==> config.mk <==
export PLATFORM = sky130hd
export DESIGN_NAME = fetch_unit_flat
export DESIGN_NICKNAME = d
export VERILOG_FILES = /design/src/rtl/fetch_unit_if.sv /design/src/rtl/fetch_unit.sv /design/src/flat_wrapper.sv
export SDC_FILE = /design/constraint.sdc
export NUM_CORES = 1
export LEC_CHECK = 0
export CAP_MARGIN = 25
export CORE_UTILIZATION = 56
export DETAILED_ROUTE_END_ITERATION = 10
export HOLD_SLACK_MARGIN = 0.1
export PLACE_DENSITY = 0.85
export SETUP_SLACK_MARGIN = 0.02
export SLEW_MARGIN = 30
export SYNTH_ARGS = -nofsm -noshare
export SYNTH_HDL_FRONTEND = slang
export SYNTH_SLANG_ARGS = --single-unit
==> constraint.sdc <==
create_clock -name clk -period 12.7 [get_ports clk]
set_clock_uncertainty 0.2 [all_clocks]
set_input_delay 1.905 -clock clk [delete_from_list [all_inputs] [get_ports clk]]
set_output_delay 1.905 -clock clk [all_outputs]
set_load 0.03 [all_outputs]
==> src/rtl/fetch_unit_if.sv <==
`default_nettype none
// ============================================================================
// Module      : fetch_unit_if
// Description : Bundles the fetch stage's ROM address/data pair, the redirect
//               request and the decoder-side valid/ready instruction channel.
//               master = fetch unit side, slave = ROM/decoder/control side.
// Ports       : rom_addr/rom_data      word address out, registered data in
//               redirect_valid/_pc     PC stream replacement request
//               instr_valid/_ready     decoder handshake
//               instr/instr_pc         instruction at buffer head and its PC
//               fetch_fault            sticky illegal-PC indication
// Revision    : 1.0 - initial release
// ============================================================================
interface fetch_unit_if;
  logic [31:0] rom_addr;
  logic [31:0] rom_data;
  logic        redirect_valid;
  logic [31:0] redirect_pc;
  logic        instr_valid;
  logic        instr_ready;
  logic [31:0] instr;
  logic [31:0] instr_pc;
  logic        fetch_fault;

  modport master (
    output rom_addr,
    input  rom_data,
    input  redirect_valid,
    input  redirect_pc,
    output instr_valid,
    input  instr_ready,
    output instr,
    output instr_pc,
    output fetch_fault
  );

  modport slave (
    input  rom_addr,
    output rom_data,
    output redirect_valid,
    output redirect_pc,
    input  instr_valid,
    output instr_ready,
    input  instr,
    input  instr_pc,
    input  fetch_fault
  );
endinterface
`default_nettype wire

==> src/rtl/fetch_unit.sv <==
`default_nettype none
// ============================================================================
// Module      : fetch_unit
// Description : Instruction fetch stage. Generates the PC, drives the word
//               address of a 1-cycle-latency ROM, and delivers instructions
//               with their PC to decode through a 2-entry output FIFO.
//               Supports redirect (flush + refetch) and a sticky fault on
//               fetches outside the ROM or misaligned.
// Ports       : clk     rising-edge clock
//               resetn  synchronous active-low reset
//               bus     fetch_unit_if.master (ROM, redirect, decoder channel)
// Revision    : 1.0 - initial release
// ============================================================================
module fetch_unit #(
  parameter logic [31:0] RESET_PC = 32'h0000_0000,
  parameter int          ROM_SIZE = 128
) (
  input  wire logic     clk,
  input  wire logic     resetn,
  fetch_unit_if.master  bus
);

  localparam logic [29:0] c_ROM_WORDS = 30'(ROM_SIZE);

  logic [31:0] r_pc;
  logic        r_inflight_valid;
  logic [31:0] r_inflight_pc;
  logic        r_fault;
  logic [31:0] r_buf_data [2];
  logic [31:0] r_buf_pc   [2];
  logic        r_rd_ptr;
  logic [1:0]  r_count;

  logic [31:0] w_fetch_pc;
  logic        w_legal;
  logic        w_pop;
  logic        w_push;
  logic        w_kept;
  logic [1:0]  w_count_next;
  logic        w_credit;
  logic        w_allow;
  logic        w_issue;
  logic        w_fault_set;
  logic        w_wr_ptr;

  assign w_fetch_pc = bus.redirect_valid ? bus.redirect_pc : r_pc;
  assign w_legal    = (w_fetch_pc[1:0] == 2'b00) && (w_fetch_pc[31:2] < c_ROM_WORDS);

  assign w_pop  = (r_count != 2'd0) && bus.instr_ready;
  // A redirect discards the inflight read, so its data is never captured.
  assign w_kept = r_inflight_valid && !bus.redirect_valid;
  assign w_push = w_kept;

  assign w_count_next = bus.redirect_valid ? 2'd0 : (r_count - {1'b0, w_pop});
  // Buffered + inflight may never exceed two, so a capture always finds room.
  assign w_credit     = ({1'b0, w_count_next} + {2'b00, w_kept}) < 3'd2;

  assign w_allow     = (!r_fault || bus.redirect_valid) && w_credit;
  assign w_issue     = w_allow && w_legal;
  assign w_fault_set = w_allow && !w_legal;

  // Write slot sits just behind the head; only reachable when count <= 1.
  assign w_wr_ptr = r_rd_ptr ^ r_count[0];

  always_ff @(posedge clk) begin
    if (!resetn) begin
      r_pc             <= RESET_PC;
      r_inflight_valid <= 1'b0;
      r_inflight_pc    <= 32'h0;
      r_fault          <= 1'b0;
      r_buf_data[0]    <= 32'h0;
      r_buf_data[1]    <= 32'h0;
      r_buf_pc[0]      <= 32'h0;
      r_buf_pc[1]      <= 32'h0;
      r_rd_ptr         <= 1'b0;
      r_count          <= 2'd0;
    end else begin
      if (w_issue) begin
        r_inflight_valid <= 1'b1;
        r_inflight_pc    <= w_fetch_pc;
        r_pc             <= w_fetch_pc + 32'd4;
      end else begin
        r_inflight_valid <= 1'b0;
        if (bus.redirect_valid) begin
          r_pc <= bus.redirect_pc;
        end
      end

      if (w_fault_set) begin
        r_fault <= 1'b1;
      end else if (bus.redirect_valid && w_legal) begin
        r_fault <= 1'b0;
      end

      if (w_push) begin
        r_buf_data[w_wr_ptr] <= bus.rom_data;
        r_buf_pc[w_wr_ptr]   <= r_inflight_pc;
      end
      if (w_pop) begin
        r_rd_ptr <= ~r_rd_ptr;
      end
      r_count <= w_count_next + {1'b0, w_push};
    end
  end

  assign bus.rom_addr    = !resetn ? {2'b00, RESET_PC[31:2]} : {2'b00, w_fetch_pc[31:2]};
  assign bus.instr_valid = (r_count != 2'd0);
  assign bus.instr       = r_buf_data[r_rd_ptr];
  assign bus.instr_pc    = r_buf_pc[r_rd_ptr];
  assign bus.fetch_fault = r_fault;

endmodule
`default_nettype wire

==> src/flat_wrapper.sv <==
// flat-port wrapper written by rule: the top's interface ports become plain ports
module fetch_unit_flat 
#(
  parameter logic [31:0] RESET_PC = 32'h0000_0000,
  parameter int          ROM_SIZE = 128
)
  (clk, resetn, bus_rom_addr, bus_rom_data, bus_redirect_valid, bus_redirect_pc, bus_instr_valid, bus_instr_ready, bus_instr, bus_instr_pc, bus_fetch_fault);
  fetch_unit_if bus_i ();
  input  wire logic clk;
  input  wire logic resetn;
  output wire logic [$bits(bus_i.rom_addr)-1:0] bus_rom_addr;
  input wire logic [$bits(bus_i.rom_data)-1:0] bus_rom_data;
  input wire logic [$bits(bus_i.redirect_valid)-1:0] bus_redirect_valid;
  input wire logic [$bits(bus_i.redirect_pc)-1:0] bus_redirect_pc;
  output wire logic [$bits(bus_i.instr_valid)-1:0] bus_instr_valid;
  input wire logic [$bits(bus_i.instr_ready)-1:0] bus_instr_ready;
  output wire logic [$bits(bus_i.instr)-1:0] bus_instr;
  output wire logic [$bits(bus_i.instr_pc)-1:0] bus_instr_pc;
  output wire logic [$bits(bus_i.fetch_fault)-1:0] bus_fetch_fault;
  assign bus_rom_addr = bus_i.rom_addr;
  assign bus_i.rom_data = bus_rom_data;
  assign bus_i.redirect_valid = bus_redirect_valid;
  assign bus_i.redirect_pc = bus_redirect_pc;
  assign bus_instr_valid = bus_i.instr_valid;
  assign bus_i.instr_ready = bus_instr_ready;
  assign bus_instr = bus_i.instr;
  assign bus_instr_pc = bus_i.instr_pc;
  assign bus_fetch_fault = bus_i.fetch_fault;
  fetch_unit #(.RESET_PC(RESET_PC), .ROM_SIZE(ROM_SIZE)) u_core (.clk(clk), .resetn(resetn), .bus(bus_i));
endmodule
==> flow_metrics.env, run 1 <==
export IMPL_outcome="complete, no violations"
export IMPL_grt_overflow=0
export IMPL_htreeDepth=4
export IMPL_initial_utilization_pct=57.56
export IMPL_path_cells="buf_2 -> inv_2 -> nor2_1 -> clkdlybuf4s50_1"
export IMPL_avgSynthCellArea_sq_um=12.97
export IMPL_p_sw_share_pct=22.07
export IMPL_die_width_um=124.2
export IMPL_path_max_fanout=52
export IMPL_crit_arrival_ns=3.76
export IMPL_dr_pass1_iters=4
export IMPL_worst_slew_pin_slew_ns=0.8993
export IMPL_crit_slowest_cell="clkdlybuf4s50_1"
export IMPL_critPathKind="in -> out"
export IMPL_gp_congestion=0.7737
export IMPL_cp_required_ns=10.60
export IMPL_post_drt_wl_per_cell_um=16.93
export IMPL_layout_nets=872
export IMPL_yosys_cell_count_top_type="and2_1"
export IMPL_fp_coreArea_sq_um=14530
export IMPL_async_reset_ff_share_pct=0
export IMPL_diodes=0
export IMPL_syn_instance_count=645
export IMPL_clkTransAtPathRegs_ns=0.06
export IMPL_synth_largest_area_cell="edfxtp_1"
export IMPL_slew_viol_final=0
export IMPL_drive_gt1_share_pct=15.87
export IMPL_grtUsageTotal_pct=22.59
export IMPL_hold_path_class="reg -> reg"
export IMPL_comb_power_share_pct=9.7
export IMPL_yosys_cell_types_count=40
export IMPL_fin_crit_sh_pct=46.15
export IMPL_ys_warnings_count=0
export IMPL_p_switching_uw=303.9
export IMPL_fp_dieH_um=124.2
export IMPL_crit_path_end_kind="output port"
export IMPL_clk_latency_ns=0.43
export IMPL_antenna_found_initial=0
export IMPL_yosysSeqAreaShare_pct=62.70
export IMPL_synth_common_cells="137 x and2_1, 128 x edfxtp_1, 70 x dfxtp_1"
export IMPL_critical_path_max_stage_delay_ns=0.70
export IMPL_io_buffers=163
export IMPL_cts_root_buf="clkbuf_16"
export IMPL_ys_seq_elements=198
export IMPL_vdd_ir_drop_max_v=0.00009178
export IMPL_finalSetupViolations=0
export IMPL_first_iter_violations=289
export IMPL_p_per_area_nw_per_um2=127.4
export IMPL_clkSinkCount=198
export IMPL_cts_resized_gates=0
export IMPL_routed_wl_um=16880
export IMPL_postCtsHoldBufs=0
export IMPL_maxCapViolCount=0
export IMPL_syn_cell_area_sq_um=8366
export IMPL_slew_headroom_pct=40.05
export IMPL_cts_max_path_buffers=2
export IMPL_grt_pass1_wl_um=27140
export IMPL_viasPerCell=5.318
export IMPL_finalHoldViolCount=0
export IMPL_power_frac_clock_pct=38.4
export IMPL_numCtsBuffers=17
export IMPL_synthToLayoutAreaGrowth_pct=29.18
export IMPL_max_freq_mhz=170.6
export IMPL_io_pins=166
export IMPL_synth_area_leaders="edfxtp_1 46%, dfxtp_1 17%, and2_1 10%, mux2_2 8.9%, mux2i_1 5.1%"
export IMPL_synth_ff_type="edfxtp_1"
export IMPL_drc=0
export IMPL_final_util_pct=74.35
export IMPL_period_minus_slack_ns=5.861
export IMPL_grt_pass1_vias=5507
export IMPL_rsz0062_at_grt="no"
export IMPL_grt_max_degree=65
export IMPL_cp_start_kind="input pin"
export IMPL_rows=44
export IMPL_post_cts_setup_buffers=0
export IMPL_power_frac_seq_pct=51.8
export IMPL_fin_tns_setup_ns=0
export IMPL_p_leak_uw=0.004216
export IMPL_dieArea_sq_um=15430
export IMPL_num_vias=5302
export IMPL_hpwlAfterDp_um=10650
export IMPL_ant_nets=0
export IMPL_synth_top_area_share_pct=45.95
export IMPL_synth_edff_count=128
export IMPL_cts_tree="done"
export IMPL_p_int_uw=1073
stage by stage:
stage	power, uW	instance area (sq um)	cells	hold slack [ns]	worst slack (ns)
after floorplan	800.4	8369	646	0.2355	5.103
final	1377	10810	997	0.2682	6.839
after CTS	1383	10810	997	0.2698	5.944
after global routing	1416	10810	997	0.2938	6.713
after detailed placement	861.0	10240	965	0.2508	5.943
after global placement	857.1	10130	961	0.2476	6.038
cell type report:
type | count | area [sq um]
sequential | 198 | 5246
clock buffer | 21 | 440.4
timing repair buffer | 172 | 1772
fill | 925 | 3727
tap | 184 | 230.2
multi-input combinational | 399 | 2942
inverter | 12 | 45.04
clock inverter | 11 | 131.4
critical path: cells and delay by family:
kind	cells	cell delay, ns
AND/OR/NAND/NOR	1	0.26
buffers and inverters	3	1.57
worst paths after layout:
kind | start | end | slack (ns) | depth (start not counted)
setup / recovery | resetn | bus_rom_addr[19] | 6.84 | 4
hold / removal | u_core.r_inflight_pc[19] | u_core.r_inflight_pc[19] | 0.27 | 1
setup reg to reg | u_core.r_count[0] | u_core.r_pc[2] | 9.60 | 11
hold reg to reg | u_core.r_inflight_pc[19] | u_core.r_inflight_pc[19] | 0.27 | 1
power groups by stage:
stage                     logic, uW  registers, uW  clock network (uW)
after floorplan                72.6            728                   0
after global placement          132            725                   0
after detailed placement        133            728                   0
after CTS                       135            714                 535
after global routing            142            715                 559
final                           134            714                 529
registers in the layout, summed over array words and instances (netlist names), named ones only:
register                 cells
u_core.bus.fetch_fault       1
u_core.r_buf_data           64
u_core.r_buf_pc             64
u_core.r_count               2
u_core.r_inflight_pc        32
u_core.r_inflight_valid      1
u_core.r_pc                 32
u_core.r_rd_ptr              1
layout by cell type (no fill, tap or decap), types with 2 or more instances in the layout:
cell             instances
clkbuf_16               17
inv_1                   11
o21ai_4                  2
nor3_1                   2
nor4_1                  10
xor2_1                   2
nand3_1                  3
dfxtp_1                 69
nor2_4                   2
nor2b_1                  2
buf_4                    6
bufinv_16                3
mux2_2                  66
edfxtp_1               128
clkbuf_1                 4
and2_1                 137
clkdlybuf4s50_1        161
xnor2_1                  2
conb_1                   2
buf_16                   4
nand4b_1                 4
mux2i_1                 43
nand4_1                  2
ha_1                     4
and2_4                  20
o21ai_0                  2
nand2b_1                 6
nor2_1                  54
clkinv_1                 5
nand2_1                 20
cell families (layout without fill, tap and decap cells):
| logic type | after synthesis | count (layout) | synth area share (%) |
|---|---|---|---|
| adders and majority gates | 4 | 4 | 0.5983 |
| DFF | 198 | 198 | 62.70 |
| other | 1 | 2 | 0.04483 |
| xor gates and xnor gates | 4 | 4 | 0.4189 |
| AOI/OAI and AO/OA | 10 | 10 | 0.8227 |
| buffers and inverters | 49 | 216 | 2.632 |
| muxes | 110 | 110 | 14.16 |
| and+or+nand+nor | 269 | 269 | 18.62 |
routing by layer:
| layer | wire length (um) | part of all wire, % | global-route usage, % | vias up |
|---|---|---|---|---|
| li1 | - | - | - | 2533 |
| met1 | 7223 | 43 | 26.54 | 2564 |
| met2 | 8429 | 50 | 39.32 | 176 |
| met3 | 898 | 5.3 | 5.905 | 29 |
| met4 | 331 | 2.0 | 8.788 | 0 |
| met5 | 0 | 0 | 0 | - |
No activity file was read; power rests on OpenSTA's default activity.
==> inputs of run 2 (changes only) <==
--- a/config.mk
+++ b/config.mk
@@ -6,10 +6,10 @@
 export NUM_CORES = 1
 export LEC_CHECK = 0
 export CAP_MARGIN = 25
-export CORE_UTILIZATION = 56
+export CORE_UTILIZATION = 52
 export DETAILED_ROUTE_END_ITERATION = 10
 export HOLD_SLACK_MARGIN = 0.1
-export PLACE_DENSITY = 0.85
+export PLACE_DENSITY = 0.79
 export SETUP_SLACK_MARGIN = 0.02
 export SLEW_MARGIN = 30
 export SYNTH_ARGS = -nofsm -noshare
==> constraint.sdc (replaced) <==
create_clock -name clk -period 6.1 [get_ports clk]
set_clock_uncertainty 0.2 [all_clocks]
set_input_delay 0.915 -clock clk [delete_from_list [all_inputs] [get_ports clk]]
set_output_delay 0.915 -clock clk [all_outputs]
set_load 0.03 [all_outputs]
==> run 2 against run 1 <==
Cell area fell by 0.31%; flip-flop and latch count unchanged; clock power grew 110%; register-to-register slack got worse by 6.6 ns; die area increased by 7.6%; non-clock buffer count fell by 1; sequential share of layout area rose by 0.18 points; worst setup slack lost 4.6 ns; core utilization decreased by 4.5 points; combinational power up 110%; clock-buffer cell count grew 2; power increased by 110%; largest cell class unchanged.
==> flow_metrics.env, run 2 (synthesis gave the netlist of run 1 again) <==
export IMPL_die_width_um=128.8
export IMPL_dieArea_sq_um=16600
export IMPL_viasPerCell=5.091
export IMPL_grt_pass1_vias=5247
export IMPL_routed_wl_um=16430
export IMPL_fin_crit_sh_pct=63.48
export IMPL_critPathKind="in -> out"
export IMPL_path_buf_inv=3
export IMPL_clkSinkCount=198
export IMPL_reg2reg_from="u_core.r_count[0]"
export IMPL_clkTransAtPathRegs_ns=0.06
export IMPL_final_util_pct=69.83
export IMPL_hold_depth=2
export IMPL_placed_area_sq_um=10190
export IMPL_num_vias=5208
export IMPL_grtUsageTotal_pct=20.09
export IMPL_layout_nets=871
export IMPL_pre_cts_slack_ns=2.085
export IMPL_grt_overflow=0
export IMPL_post_drt_wl_per_cell_um=16.06
export IMPL_critical_path_max_stage_delay_ns=0.64
export IMPL_top_regs="u_core.r_buf_data: 64 flops, u_core.r_buf_pc: 64 flops"
export IMPL_htreeDepth=4
export IMPL_fin_tns_setup_ns=0
export IMPL_cts_resized_gates=0
export IMPL_fp_dieH_um=128.8
export IMPL_path_max_fanout=52
export IMPL_clk_latency_ns=0.42
export IMPL_stdcell_area_sq_um=10770
export IMPL_drc=0
export IMPL_multi_input_area_sq_um=2942
export IMPL_holdCritStartpoint="u_core.r_inflight_pc[5]"
export IMPL_hold_path_class="reg -> reg"
export IMPL_instances_no_fill=1023
export IMPL_post_place_cells=991
export IMPL_initial_utilization_pct=54.23
export IMPL_fp_coreArea_sq_um=15430
export IMPL_first_iter_violations=233
export IMPL_maxCapViolCount=0
export IMPL_dr_pass1_iters=5
export IMPL_r2r_cells=11
export IMPL_cts_root_buf="clkbuf_16"
export IMPL_cts_tree="done"
export IMPL_worst_path_most_repeated_cell="clkdlybuf4s50_1"
export IMPL_drive_gt1_share_pct=16.13
export IMPL_postCtsHoldBufs=0
export IMPL_r2r_setup_slack_ns=3.02
export IMPL_rows=45
export IMPL_slew_headroom_pct=45.30
export IMPL_final_common_cell="clkdlybuf4s50_1"
export IMPL_max_freq_mhz=258.2
export IMPL_post_cts_setup_buffers=0
export IMPL_grt_max_degree=53
export IMPL_worst_slack_ns=2.228
export IMPL_cp_top_family="buffers and inverters"
export IMPL_diodes=0
export IMPL_vdd_ir_drop_max_v=0.0002083
export IMPL_r2r_end="u_core.r_pc[2]"
export IMPL_cp_required_ns=4.98
export IMPL_crit_path_end_kind="output port"
export IMPL_worst_slew_pin_slew_ns=0.8174
export IMPL_cts_max_path_buffers=2
export IMPL_path_cells="clkdlybuf4s50_1 -> inv_2 -> nor2_1 -> clkdlybuf4s50_1"
export IMPL_hpwlAfterDp_um=10650
export IMPL_crit_slowest_cell="clkdlybuf4s50_1"
export IMPL_io_pins=166
export IMPL_finalSetupViolations=0
export IMPL_rsz0062_at_grt="no"
export IMPL_nFillCells=1115
export IMPL_ant_nets=0
export IMPL_seq_area_sq_um=5249
export IMPL_synthToLayoutAreaGrowth_pct=28.78
export IMPL_antenna_found_initial=0
export IMPL_outcome="complete, no violations"
export IMPL_finalHoldViolCount=0
export IMPL_p_leak_uw=0.004195
export IMPL_p_per_area_nw_per_um2=266.1
export IMPL_grt_pass1_wl_um=25450
export IMPL_numCtsBuffers=17
export IMPL_crit_arrival_ns=2.76
export IMPL_period_minus_slack_ns=3.872
export IMPL_gp_congestion=0.8285
export IMPL_slew_viol_final=0
export IMPL_most_common_layout_cells="162 x clkdlybuf4s50_1, 137 x and2_1, 128 x edfxtp_1"
export IMPL_cp_start_kind="input pin"
export IMPL_hold_end="u_core.r_inflight_pc[5]"
export IMPL_io_buffers=163
-- run 2: cell count changes in the layout (fill, tap and decap cells not counted), sizes merged --
cell           delta
clkbuf            +2
buf               -2
clkinvlp          +1
inv               -1
clkinv            -2
clkdlybuf4s50     +1
-- run 2: metal layers --
layer	wire length [um]	share of wire, %	vias up	GRT usage [%]
met5	0	0	-	0
met3	949	5.8	5	4.491
li1	-	-	2531	-
met2	8071	49	165	34.24
met1	7324	45	2507	25.33
met4	80	0.49	0	6.851
-- run 2: final cells by class --
| cell class | count | share of cell area [%] |
|---|---|---|
| repair buffers | 171 | 15.68 |
| multi-input cells | 399 | 27.31 |
| clock inverters | 9 | 1.173 |
| clock buffers | 23 | 4.251 |
| well taps | 211 | 2.451 |
| flip-flops and latches | 198 | 48.72 |
| inverters | 12 | 0.4181 |
-- run 2: per-stage QoR --
step / hold WS (ns) / power, uW
finish: 0.2676 / 2867
global route: 0.2927 / 2951
CTS: 0.2702 / 2888
detailed placement: 0.2588 / 1793
global placement: 0.2476 / 1786
floorplan: 0.2355 / 1666
-- run 2: worst max-delay path by stage --
stage / from / end / slack, ns / cells after the start
floorplan: resetn / u_core.r_buf_data[0][0] / -0.51 / 3
global placement: bus_redirect_valid / bus_rom_addr[4] / 2.02 / 5
detailed placement: resetn / u_core.r_buf_data[0][3] / 2.09 / 5
CTS: resetn / bus_rom_addr[7] / 2.24 / 4
global route: resetn / bus_rom_addr[21] / 2.13 / 4
finish: resetn / bus_rom_addr[21] / 2.23 / 4
-- run 2: tightest hold or removal path, delay by kind of cell (launching register included) --
kind,cells,cell delay [ns]
DFF,1,0.31
muxes,1,0.06
and+or+nand+nor,1,0.05
-- run 2: where the power goes --
group	internal, uW	switching [uW]
combinational	125	153
sequential	1470	15.6
clock	655	449
total	2250	618
